## src/rtl/alu_mul_sequencer_if.sv

```systemverilog
// Signal bundle between the core, the ALU and the shift-add multiply sequencer.
// The slave modport is the sequencer's view; the master modport is the core/ALU side.
interface alu_mul_sequencer_if #(
    parameter int WIDTH = 32
);
    logic             start;
    logic [WIDTH-1:0] mul_a;
    logic [WIDTH-1:0] mul_b;
    logic [WIDTH-1:0] core_a;
    logic [WIDTH-1:0] core_b;
    logic [3:0]       core_op;
    logic [WIDTH-1:0] alu_result;
    logic [WIDTH-1:0] alu_a;
    logic [WIDTH-1:0] alu_b;
    logic [3:0]       alu_op;
    logic             busy;
    logic             stall;
    logic             done;
    logic [WIDTH-1:0] product;

    modport slave (
        input  start, mul_a, mul_b, core_a, core_b, core_op, alu_result,
        output alu_a, alu_b, alu_op, busy, stall, done, product
    );

    modport master (
        output start, mul_a, mul_b, core_a, core_b, core_op, alu_result,
        input  alu_a, alu_b, alu_op, busy, stall, done, product
    );
endinterface

```

## src/rtl/alu_mul_sequencer.sv

```systemverilog
// Multi-cycle unsigned multiplier that borrows the ALU's ADD for shift-add iteration.
// Owns the ALU input mux: core drives it when idle, the sequencer while a multiply runs.
module alu_mul_sequencer #(
    parameter int WIDTH      = 32,
    parameter bit EARLY_EXIT = 1'b1
) (
    input  logic                clk,
    input  logic                reset,
    alu_mul_sequencer_if.slave  bus
);
    localparam int CW = (WIDTH > 1) ? $clog2(WIDTH) : 1;
    localparam logic [3:0] OP_ADD = 4'b0000;

    typedef enum logic [1:0] {IDLE, RUN, FINISH} state_t;

    state_t           state_q, state_d;
    logic [WIDTH-1:0] acc, mcand, mplier, product;
    logic [CW-1:0]    cnt;
    logic [WIDTH-1:0] acc_nxt;
    logic             last;

    // Only add the shifted multiplicand when the current multiplier bit is set.
    assign acc_nxt = mplier[0] ? bus.alu_result : acc;
    assign last    = (cnt == CW'(WIDTH - 1)) ||
                     (EARLY_EXIT && ((mplier >> 1) == '0));

    always_ff @(posedge clk) begin
        if (reset) state_q <= IDLE;
        else       state_q <= state_d;
    end

    always_comb begin
        state_d    = state_q;
        bus.alu_a  = bus.core_a;
        bus.alu_b  = bus.core_b;
        bus.alu_op = bus.core_op;
        bus.busy   = 1'b0;
        bus.done   = 1'b0;
        case (state_q)
            IDLE: begin
                if (bus.start) state_d = RUN;
            end
            RUN: begin
                bus.alu_a  = acc;
                bus.alu_b  = mcand;
                bus.alu_op = OP_ADD;
                bus.busy   = 1'b1;
                if (last) state_d = FINISH;
            end
            FINISH: begin
                bus.alu_a  = acc;
                bus.alu_b  = mcand;
                bus.alu_op = OP_ADD;
                bus.busy   = 1'b1;
                bus.done   = 1'b1;
                state_d    = IDLE;
            end
            default: state_d = IDLE;
        endcase
    end

    assign bus.stall   = bus.busy;
    assign bus.product = product;

    always_ff @(posedge clk) begin
        if (reset) begin
            acc     <= '0;
            mcand   <= '0;
            mplier  <= '0;
            cnt     <= '0;
            product <= '0;
        end else begin
            case (state_q)
                IDLE: begin
                    if (bus.start) begin
                        mcand  <= bus.mul_a;
                        mplier <= bus.mul_b;
                        acc    <= '0;
                        cnt    <= '0;
                    end
                end
                RUN: begin
                    acc    <= acc_nxt;
                    mcand  <= mcand << 1;
                    mplier <= mplier >> 1;
                    cnt    <= cnt + 1'b1;
                    // Publish the freshly updated accumulator, not the stale one.
                    if (last) product <= acc_nxt;
                end
                default: ;
            endcase
        end
    end
endmodule

```

## src/flat_wrapper.sv

```systemverilog
// flat-port wrapper written by rule: the top's interface ports become plain ports
module alu_mul_sequencer_flat 
#(
    parameter int WIDTH      = 32,
    parameter bit EARLY_EXIT = 1'b1
)
  (clk, reset, bus_start, bus_mul_a, bus_mul_b, bus_core_a, bus_core_b, bus_core_op, bus_alu_result, bus_alu_a, bus_alu_b, bus_alu_op, bus_busy, bus_stall, bus_done, bus_product);
  alu_mul_sequencer_if #(.WIDTH(WIDTH)) bus_i ();
  input  logic clk;
  input  logic reset;
  input wire logic [$bits(bus_i.start)-1:0] bus_start;
  input wire logic [$bits(bus_i.mul_a)-1:0] bus_mul_a;
  input wire logic [$bits(bus_i.mul_b)-1:0] bus_mul_b;
  input wire logic [$bits(bus_i.core_a)-1:0] bus_core_a;
  input wire logic [$bits(bus_i.core_b)-1:0] bus_core_b;
  input wire logic [$bits(bus_i.core_op)-1:0] bus_core_op;
  input wire logic [$bits(bus_i.alu_result)-1:0] bus_alu_result;
  output wire logic [$bits(bus_i.alu_a)-1:0] bus_alu_a;
  output wire logic [$bits(bus_i.alu_b)-1:0] bus_alu_b;
  output wire logic [$bits(bus_i.alu_op)-1:0] bus_alu_op;
  output wire logic [$bits(bus_i.busy)-1:0] bus_busy;
  output wire logic [$bits(bus_i.stall)-1:0] bus_stall;
  output wire logic [$bits(bus_i.done)-1:0] bus_done;
  output wire logic [$bits(bus_i.product)-1:0] bus_product;
  assign bus_i.start = bus_start;
  assign bus_i.mul_a = bus_mul_a;
  assign bus_i.mul_b = bus_mul_b;
  assign bus_i.core_a = bus_core_a;
  assign bus_i.core_b = bus_core_b;
  assign bus_i.core_op = bus_core_op;
  assign bus_i.alu_result = bus_alu_result;
  assign bus_alu_a = bus_i.alu_a;
  assign bus_alu_b = bus_i.alu_b;
  assign bus_alu_op = bus_i.alu_op;
  assign bus_busy = bus_i.busy;
  assign bus_stall = bus_i.stall;
  assign bus_done = bus_i.done;
  assign bus_product = bus_i.product;
  alu_mul_sequencer #(.WIDTH(WIDTH), .EARLY_EXIT(EARLY_EXIT)) u_core (.clk(clk), .reset(reset), .bus(bus_i));
endmodule
```

## config.mk

```make
export PLATFORM = sky130hd
export DESIGN_NAME = alu_mul_sequencer_flat
export DESIGN_NICKNAME = d
export VERILOG_FILES = /design/src/rtl/alu_mul_sequencer_if.sv /design/src/rtl/alu_mul_sequencer.sv /design/src/flat_wrapper.sv
export SDC_FILE = /design/constraint.sdc
export NUM_CORES = 1
export LEC_CHECK = 0
export ABC_AREA = 1
export ABC_CLOCK_PERIOD_IN_PS = 1800
export CORE_ASPECT_RATIO = 0.6
export CORE_MARGIN = 3
export CORE_UTILIZATION = 40
export CTS_CLUSTER_SIZE = 40
export DETAILED_ROUTE_END_ITERATION = 12
export GPL_ROUTABILITY_DRIVEN = 0
export GPL_TIMING_DRIVEN = 0
export PLACE_DENSITY = 0.78
export SYNTH_ARGS = -nofsm -noshare
export SYNTH_HDL_FRONTEND = slang
export SYNTH_SLANG_ARGS = --single-unit
```

## constraint.sdc

```tcl
create_clock -name clk -period 1.8 [get_ports clk]
set_input_delay 0.27 -clock clk [delete_from_list [all_inputs] [get_ports clk]]
set_output_delay 0.27 -clock clk [all_outputs]
set_load 0.02 [all_outputs]
```

==> impl_results.md <==
- Outcome: complete, but fails checks
- Failing checks: setup timing
- Unrepaired setup endpoints after global routing: true
- Mean Syn Cell Area: 7.69 µm²
- Syn_nets: 1062
- GRT overflow: 0
- Net count, final: 1395
- Area fraction of the dominant cell type after synthesis: 0.395
- Peak VDD IR: 929 µV
- Peak per-stage delay on the critical path: 0.34 ns
- Final core occ: 0.701
- Vias in the first global route: 6928
- Critical path depth in cells: 7
- Synth Area in Compound Gates: 0.118
- Ant diodes: 0
- End point of the critical path: bus_alu_a[19]
- Final Power: 0.0130 W
- Setup Crit Path Kind: flip-flop to primary output
- Largest family of logic cells by synthesized area: simple AND/OR/NAND/NOR gates
- Slew Viols, Final: 0
- Core Area: 0.0165 mm²
- Total track usage: 0.248
- WP data required: 1.53 ns
- Metal3 WL: 1870 µm
- Critical path peak fanout: 7
- Clock share of power: 0.290
- CTS tree: done
- Async S/R FF share, synth: 0
- FF-to-FF End: u_core.acc[2]
- Dominant synthesized flop cell: dfxtp_1
- Area contributors post-synth: dfxtp_1, nand2_1, mux2_2
- Number of flops mapped to enable cells by yosys: 0
- Slew HR: 0.513
- Dpl hpwl: 17700 µm
- Slowest CP cell: dfxtp_2
- Crit. End Element: primary output
- Reg power frac: 0.267
- CP delay by family, top: buffers and inverters
- Wire per inst: 17.6 µm
- Post-synthesis simple-gate area fraction: 0.246
- Reg2Reg Depth: 12
- Post-route ant nets: 0
- Final hold violations: 0
- Setup crit start: u_core.state_q[1]
- Placement row count: 36
- Worst path buffer plus inverter count: 5
- Post-Synth Adder-Cell Area: 0.00914
- Fin crit share: 1.27
- Reg clk slew, reported paths: 0.07 ns
- First-pass GRT wire length: 37100 µm
- Mux cell area share after synthesis: 0.152
- Setup WS pre-CTS: -0.740 ns
- Comb power frac: 0.442
- Routed met2 length: 11400 µm
- Setup ws final: -0.479 ns
- DR pass1 iterations: 6
- Synth cell types: 30
- P_leak: 4.50 nW
- Post-synth top cells: nand2_1, dfxtp_1, mux2_2
- Reg2reg start: u_core.state_q[1]
- Final-report setup violation count: 174
- Post-CTS Hold Fix Bufs: 0
- Worst Max-Slew Pin Slew: 0.731 ns
- Layout cells sized above 1: 0.252
- Die Footprint: 0.0188 mm²
- Die X-Extent: 175 µm
- YS warnings: 0
- Cell internal pwr: 0.00858 W
- Seq/Total Area, Yosys: 0.395
- Clk_lat worst skew: 0.42 ns
- DR iter-0 viols: 586
- Clock root cell: clkbuf_16
- Maximum clock path buffer count: 2
- Crit path top cell by count: clkbuf_16
- Clock sink total: 135
- DRC Markers: 0
- Pwr/cell area: 1130 mW/mm²
- Max Clk Rate: 439 MHz
- Cell Area, Synth: 0.00684 mm²
- Hold WC Path Type: primary input to flip-flop
- Post-synth top area cell: dfxtp_1
- Via density: 5.07
- Initial antenna violation count: 0
- Max Used Layer: met4
- #FFs+latches synth: 135
- Skew final: 0.0132 ns
- Count leader, synth: nand2_1
- Switching Share: 0.340
- CP arrival: 2.01 ns
- Count of input and output buffers: 268
- Critical path cell sequence: inv_2, ha_4, clkbuf_16, buf_12, clkbuf_16, mux2_4, buf_6
- Die height: 107 µm
- Number of H-tree levels: 4
- Area delta synth->final: 68.9%
- M1 wire length: 12100 µm
- Crit path launch type: flip-flop
- Initial Util: 0.415
- CTS buffer count: 17
- Synth Area in XOR/XNOR: 0
- Largest net degree at the start of global routing: 17
- Max Cap Viol: 0
- Drt total wl: 25700 µm
- I/O pins: 270
- Mapped Cells: 890
- Vias: 7426
- Sw Pwr: 0.00443 W
- Tmin final: 2.28 ns
- Worst R2R Setup Slack: -0.15 ns
[power by group through the flow]
| stage | Combinational, W | Clock (W) | Sequential [W] |
|---|---|---|---|
| final | 0.00575 | 0.00378 | 0.00348 |
| after global routing | 0.00610 | 0.00393 | 0.00350 |
| after CTS | 0.00465 | 0.00378 | 0.00346 |
| after detailed placement | 0.00424 | 0 | 0.00352 |
| after global placement | 0.00421 | 0 | 0.00352 |
| after floorplan | 0.00252 | 0 | 0.00351 |
[worst min-delay path by stage]
stage,from,to,slack [ns],cells past startpoint
floorplan,bus_mul_a[0],u_core.mcand[0],0.42,2
global placement,u_core.cnt[4],u_core.cnt[4],0.45,2
detailed placement,u_core.cnt[4],u_core.cnt[4],0.46,2
CTS,bus_mul_b[13],u_core.mplier[13],0.43,3
global route,bus_mul_a[0],u_core.mcand[0],0.43,3
finish,bus_mul_a[4],u_core.mcand[4],0.43,3
[metrics by stage]
| stage | setup TNS [ns] | instances | hold slack [ns] | area (µm²) |
|---|---|---|---|---|
| 2_1_floorplan | -0.0324 | 890 | 0.419 | 6890 |
| 3_3_place_gp | -57.81 | 1386 | 0.452 | 9860 |
| 3_5_place_dp | -58.13 | 1386 | 0.460 | 9860 |
| 4_1_cts | -29.42 | 1437 | 0.426 | 10800 |
| 5_1_grt | -43.31 | 1464 | 0.429 | 11600 |
| 6_report | -33.76 | 1464 | 0.428 | 11600 |
[worst min-delay path, cell delays in order]
cell and delay (ns):
clkdlybuf4s50_1 0.39, nand2_1 0.06, a31oi_1 0.07
[registers in the layout, summed over array words and instances (netlist names)]
signal              cells
u_core.state_q          2
u_core.mcand           32
u_core.cnt              5
u_core.bus.product     32
u_core.acc             32
u_core.mplier          32
[routing by layer]
metal	GRT usage	up-vias
li1	-	3609
met1	0.351	3493
met2	0.388	299
met3	0.0574	25
met4	0.0540	0
met5	0	-
[placed cells by master, fill, tap and decap left out, drive strengths merged, types with 34 or more instances in the layout]
| cell type | count |
|---|---|
| nand2 | 283 |
| clkdlybuf4s50 | 197 |
| buf | 157 |
| dfxtp | 135 |
| a21oi | 73 |
| mux2 | 64 |
| a31oi | 62 |
| nor2 | 52 |
| clkbuf | 44 |
| inv | 43 |
| nand3 | 34 |
[layout make-up]
| class | instances | area, µm² |
|---|---|---|
| fillers | 1337 | 4930 |
| multi-input cells | 646 | 3850 |
| repair buffers | 314 | 3200 |
| flip-flops and latches | 135 | 2710 |
| plain buffers | 66 | 692 |
| clock buffers | 19 | 433 |
| well taps | 228 | 285 |
| clock inverters | 13 | 194 |
| inverters | 42 | 178 |
| repair inverters | 1 | 16.3 |
[logic make-up (layout without fill, tap and decap cells)]
group,Yosys count,after routing
mux,96,96
compound gates,138,138
flops,135,135
fa+ha+maj,5,5
buf+inv,110,455
simple gates,406,407
[what timing repair did]
action	CTS	global route
cloned	3	11
setup endpoints to repair	185	177
gates resized for setup	345	246
pin swaps	2	27
setup buffers	16	21
(Power assumes the default switching activity.)
